$ cat config.mk
export PLATFORM = sky130hd
export DESIGN_NAME = ws2812_bit_serializer
export DESIGN_NICKNAME = d
export VERILOG_FILES = /design/src/rtl/ws2812_bit_serializer.sv
export SDC_FILE = /design/constraint.sdc
export NUM_CORES = 1
export LEC_CHECK = 0
export CAP_MARGIN = 15
export CORE_ASPECT_RATIO = 0.8
export CORE_UTILIZATION = 63
export DETAILED_ROUTE_END_ITERATION = 6
export PLACE_DENSITY = 0.84
export SYNTH_ARGS = -nofsm -noshare
export SYNTH_HDL_FRONTEND = slang
export SYNTH_SLANG_ARGS = --single-unit
export TNS_END_PERCENT = 1
$ cat constraint.sdc
create_clock -name clk -period 5.8 [get_ports clk]
set_clock_uncertainty 0.05 [all_clocks]
set_input_delay 1.74 -clock clk [delete_from_list [all_inputs] [get_ports clk]]
set_output_delay 1.74 -clock clk [all_outputs]
set_load 0.01 [all_outputs]
$ cat src/rtl/ws2812_bit_serializer.sv
// Pulls 24-bit RGB words from the frame controller and drives them MSB-first onto the
// WS2812 one-wire line as pulse-width bits, closing each frame with a low latch period.
module ws2812_bit_serializer #(
    parameter int T0H_CYC   = 20,
    parameter int T1H_CYC   = 40,
    parameter int BIT_CYC   = 63,
    parameter int RESET_CYC = 2600
) (
    input  logic        clk,
    input  logic        rst_n,
    input  logic        data_ready,
    input  logic        data_valid,
    input  logic [23:0] rgb,
    output logic        tx_done,
    output logic        busy,
    output logic        frame_done,
    output logic        dout
);

    localparam int CYC_W = $clog2(BIT_CYC);
    localparam int LAT_W = $clog2(RESET_CYC);

    localparam logic [CYC_W-1:0] CYC_LAST = CYC_W'(BIT_CYC - 1);
    localparam logic [CYC_W-1:0] CYC_T0H  = CYC_W'(T0H_CYC);
    localparam logic [CYC_W-1:0] CYC_T1H  = CYC_W'(T1H_CYC);
    localparam logic [CYC_W-1:0] CYC_ONE  = CYC_W'(1);
    localparam logic [LAT_W-1:0] LAT_LAST = LAT_W'(RESET_CYC - 1);
    localparam logic [4:0]       BIT_LAST = 5'd23;

    typedef enum logic [2:0] {
        S_IDLE,
        S_REQ,
        S_WAIT,
        S_SEND,
        S_LATCH
    } state_t;

    state_t             state_q, state_d;
    logic [4:0]         bit_q, bit_d;
    logic [CYC_W-1:0]   cyc_q, cyc_d;
    logic [LAT_W-1:0]   lat_q, lat_d;
    logic [23:0]        shift_q, shift_d;
    logic               cur_last_q, cur_last_d;
    logic [23:0]        nxt_rgb_q, nxt_rgb_d;
    logic               nxt_last_q, nxt_last_d;
    logic               nxt_vld_q, nxt_vld_d;
    logic               aborted_q, aborted_d;
    logic               dout_q, dout_d;
    logic               tx_done_q, tx_done_d;
    logic               busy_q, busy_d;
    logic               frame_done_q, frame_done_d;

    always_comb begin
        // NOTE: every _d starts from a default so no path through the case infers a latch.
        state_d    = state_q;
        bit_d      = bit_q;
        cyc_d      = cyc_q;
        lat_d      = lat_q;
        shift_d    = shift_q;
        cur_last_d = cur_last_q;
        nxt_rgb_d  = nxt_rgb_q;
        nxt_last_d = nxt_last_q;
        nxt_vld_d  = nxt_vld_q;
        aborted_d  = aborted_q;

        case (state_q)
            S_IDLE: begin
                if (data_ready) state_d = S_REQ;
            end
            S_REQ: begin
                state_d = S_WAIT;
            end
            S_WAIT: begin
                state_d    = S_SEND;
                shift_d    = rgb;
                cur_last_d = data_valid;
                bit_d      = '0;
                cyc_d      = '0;
                nxt_vld_d  = 1'b0;
            end
            S_SEND: begin
                // The prefetch request went out in cycle 0 of this word; the reply lands now.
                if (bit_q == '0 && cyc_q == CYC_ONE && !cur_last_q && !nxt_vld_q) begin
                    nxt_rgb_d  = rgb;
                    nxt_last_d = data_valid;
                    nxt_vld_d  = 1'b1;
                end
                if (cyc_q == CYC_LAST) begin
                    cyc_d = '0;
                    if (bit_q == BIT_LAST) begin
                        bit_d = '0;
                        if (cur_last_q || !nxt_vld_q) begin
                            state_d   = S_LATCH;
                            lat_d     = '0;
                            aborted_d = !cur_last_q;
                        end else begin
                            shift_d    = nxt_rgb_q;
                            cur_last_d = nxt_last_q;
                            nxt_vld_d  = 1'b0;
                        end
                    end else begin
                        bit_d   = bit_q + 5'd1;
                        shift_d = {shift_q[22:0], 1'b0};
                    end
                end else begin
                    cyc_d = cyc_q + 1'b1;
                end
            end
            S_LATCH: begin
                if (lat_q == LAT_LAST) begin
                    state_d = data_ready ? S_REQ : S_IDLE;
                    lat_d   = '0;
                end else begin
                    lat_d = lat_q + 1'b1;
                end
            end
            default: state_d = S_IDLE;
        endcase

        // Losing the frame enable mid-frame overrides whatever the case above decided.
        if (!data_ready && (state_q == S_REQ || state_q == S_WAIT || state_q == S_SEND)) begin
            state_d   = S_LATCH;
            lat_d     = '0;
            aborted_d = 1'b1;
            nxt_vld_d = 1'b0;
        end

        // Outputs are decoded from the next state so they line up with it once registered.
        tx_done_d    = (state_d == S_REQ) ||
                       (state_d == S_SEND && bit_d == '0 && cyc_d == '0 && !cur_last_d);
        dout_d       = (state_d == S_SEND) && (cyc_d < (shift_d[23] ? CYC_T1H : CYC_T0H));
        busy_d       = (state_d != S_IDLE);
        frame_done_d = (state_d == S_LATCH) && (lat_d == LAT_LAST) && !aborted_d;
    end

    // NOTE: sequential state uses non-blocking assignments so every flop sees pre-edge values.
    always_ff @(posedge clk or negedge rst_n) begin
        if (!rst_n) begin
            state_q      <= S_IDLE;
            bit_q        <= '0;
            cyc_q        <= '0;
            lat_q        <= '0;
            shift_q      <= '0;
            cur_last_q   <= 1'b0;
            nxt_rgb_q    <= '0;
            nxt_last_q   <= 1'b0;
            nxt_vld_q    <= 1'b0;
            aborted_q    <= 1'b0;
            dout_q       <= 1'b0;
            tx_done_q    <= 1'b0;
            busy_q       <= 1'b0;
            frame_done_q <= 1'b0;
        end else begin
            state_q      <= state_d;
            bit_q        <= bit_d;
            cyc_q        <= cyc_d;
            lat_q        <= lat_d;
            shift_q      <= shift_d;
            cur_last_q   <= cur_last_d;
            nxt_rgb_q    <= nxt_rgb_d;
            nxt_last_q   <= nxt_last_d;
            nxt_vld_q    <= nxt_vld_d;
            aborted_q    <= aborted_d;
            dout_q       <= dout_d;
            tx_done_q    <= tx_done_d;
            busy_q       <= busy_d;
            frame_done_q <= frame_done_d;
        end
    end

    assign dout       = dout_q;
    assign tx_done    = tx_done_q;
    assign busy       = busy_q;
    assign frame_done = frame_done_q;

endmodule

==> flow_metrics.tcl <==
set metrics [dict create \
    dp.cells 513 \
    grt_start_max_net_pins 83 \
    cp-start-kind "input pin" \
    run_status "complete, no violations" \
    tightest_slew_ns 1.03 \
    synth_cell_types 62 \
    vias 3517 \
    syn_area_um2 4270 \
    ant_nets 0 \
    swShare_pct 36.9 \
    place_area_um2 4590 \
    rsz0062_at_grt "no" \
    crit_required_ns 6.04 \
    final_cells 529 \
    drive_gt1_share_pct 13.9 \
    grt_first_pass_wirelength_um 16000 \
    grt_use_met3_pct 6.59 \
    synth_area_leaders "dfrtp_1 48%, mux2_2 6.6%, nand2_1 6.2%" \
    post-dp-hpwl_um 6450 \
    drt_iter0_drc 321 \
    finish.instance_area_um2 4780 \
    cts_buffer_depth 2 \
    io_buffers 31 \
    maxCapViolCount 0 \
    p_per_area_nw_per_um2 375 \
    syn_avg_cell_area_um2 10.1 \
    yosysSeqAreaShare_pct 48.1 \
    arrival_ns 3.56 \
    yosys_warnings 0 \
    hold_path_class "flop to flop" \
    vdd_drop_max_uv 210 \
    synth-async-reset-ratio_pct 100 \
    cts_tree "yes" \
    die_x_um 94.0 \
    grt_use_met2_pct 46.2 \
    post-cts-setup-buffer-count 0 \
    viasPerCell 6.65 \
    drt-total-wl_um 9730 \
    power.leakage_nw 2.03 \
    die_area_um2 7110 \
    cts_sinks 82 \
    worstSetupPathType "input pin to flop" \
    antenna_cells 0 \
    met1_usage_pct 42.6 \
    ios 32 \
    rows 26 \
    drc 0 \
    insertion_delay_ns 0.37 \
    yosysTopAreaCellShare_pct 48.1 \
    core_area_um2 6470 \
    finalCritPeriodShare_pct 57.3 \
    ys.flop_type "dfrtp_1" \
    tns_ns 0 \
    path_max_fanout 4 \
    ys_ff_latch 82 \
    synth_edf_count 0 \
    place_congestion 0.911 \
    cts_resized 0 \
    clkPwrFrac_pct 22.1 \
    mostFrequentLayoutCells "82 x dfrtp_1, 70 x nand2_1, 30 x clkdlybuf4s50_1" \
    combPwrFrac_pct 27.6 \
    slew-limit-headroom_pct 31.2 \
    intPower_mw 1.13 \
    cts_buffers 9 \
    r2r_cells 10 \
    p_sw_mw 0.661 \
    synth_cells 421 \
    clk_pin_slew_ns 0.09 \
    slew_viol_final 0 \
    finalCriticalPeriod_ns 3.32 \
    antenna_found_initial 0 \
    syn-num-nets 458 \
    die_y_um 75.6 \
    cts_max_level 3 \
    holdPathStages 2 \
    p_seq_share_pct 50.3 \
    grt_use_total_pct 29.6 \
    syn_to_final_growth_pct 12.0 \
    grt_pass1_vias 3230 \
    layout.nets 477 \
    start_util_pct 65.9 \
    hold_violations 0 \
    wire_per_inst_um 18.4 \
    root_buffer "clkbuf_8" \
    fmax_mhz 301 \
    setup_violations 0 \
    grt-ovfl-total 0 \
    busiest_layer "met2" \
    hold_buffers 0 \
    design_power_total_mw 1.79 \
    drtPass1Iterations 7 \
    worstSetupEndpointType "flop" \
    synth_area_leader_cell "dfrtp_1" \
    layout_commonest_cell "dfrtp_1" \
]
power groups by stage:
stage / registers, mW / logic [mW] / clock network, mW
2_1_floorplan: 0.841 / 0.392 / 0
4_1_cts: 0.896 / 0.494 / 0.401
6_report: 0.902 / 0.494 / 0.397
3_5_place_dp: 0.907 / 0.491 / 0
3_3_place_gp: 0.897 / 0.468 / 0
5_1_grt: 0.926 / 0.559 / 0.423
cell type report:
| class | instances | area (um2) |
|---|---|---|
| flip-flops and latches | 82 | 2050 |
| clock inverters | 7 | 63.8 |
| well taps | 84 | 105 |
| clock buffers | 9 | 124 |
| fillers | 468 | 1700 |
| repair buffers | 36 | 345 |
| multi-input cells | 303 | 2060 |
| inverters | 8 | 30.0 |
registers in the layout, indices dropped and copies added (netlist names):
signal and count:
nxt_rgb_q 24, shift_q 24, lat_q 12, cyc_q 6
bit_q 5, state_q 3, aborted_q 1, busy 1
cur_last_q 1, dout 1, frame_done 1, nxt_last_q 1
nxt_vld_q 1, tx_done 1
synthesized netlist by cell type (all sizes together), types with 5 or more instances:
library cell,count
a21oi,18
a222oi,22
and3,7
buf,7
clkbuf,21
dfrtp,82
ha,9
inv,8
mux2,25
nand2,70
nand2b,6
nand3,10
nand4,8
nand4b,6
nor2,18
nor3,8
nor4,5
o211ai,10
o21ai,17
o31ai,5
path summary, 6_finish.rpt:
path | endpoint | slack [ns] | start
max | tx_done | 2.48 | data_ready
min | shift_q[2] | 0.44 | shift_q[2]
max reg2reg | dout | 2.82 | bit_q[0]
min reg2reg | shift_q[2] | 0.44 | shift_q[2]
max in group asynchronous | lat_q[10] | 3.53 | rst_n
min in group asynchronous | lat_q[4] | 1.46 | rst_n
metrics by stage:
step           utilization, %  hold slack (ns)  worst slack (ns)
5_1_grt                  73.8            0.456              2.30
6_report                 73.8            0.437              2.48
3_3_place_gp             70.9            0.410              2.21
3_5_place_dp             70.9            0.417              2.13
4_1_cts                  73.8            0.438              2.50
2_1_floorplan               -            0.397              2.71
cell families after synthesis:
family | share of synthesized area [%]
AOI/OAI and AO/OA | 17.4
xor gates and xnor gates | 0.411
adders and majority gates | 2.64
buffers and inverters | 3.81
DFF | 48.1
muxes | 6.60
and+or+nand+nor | 21.0
routing by layer:
layer / vias to the layer above / routed length (um)
li1: 1627 / -
met1: 1717 / 4340
met2: 155 / 4570
met3: 18 / 697
met4: 0 / 119
met5: - / 0
critical path, stage by stage:
cell             delay (ns)
clkdlybuf4s50_1        0.52
or3b_2                 0.45
a31oi_1                0.28
nor4b_1                0.29
nand4b_1               0.13
a21oi_1                0.16
(Power assumes the default switching activity.)
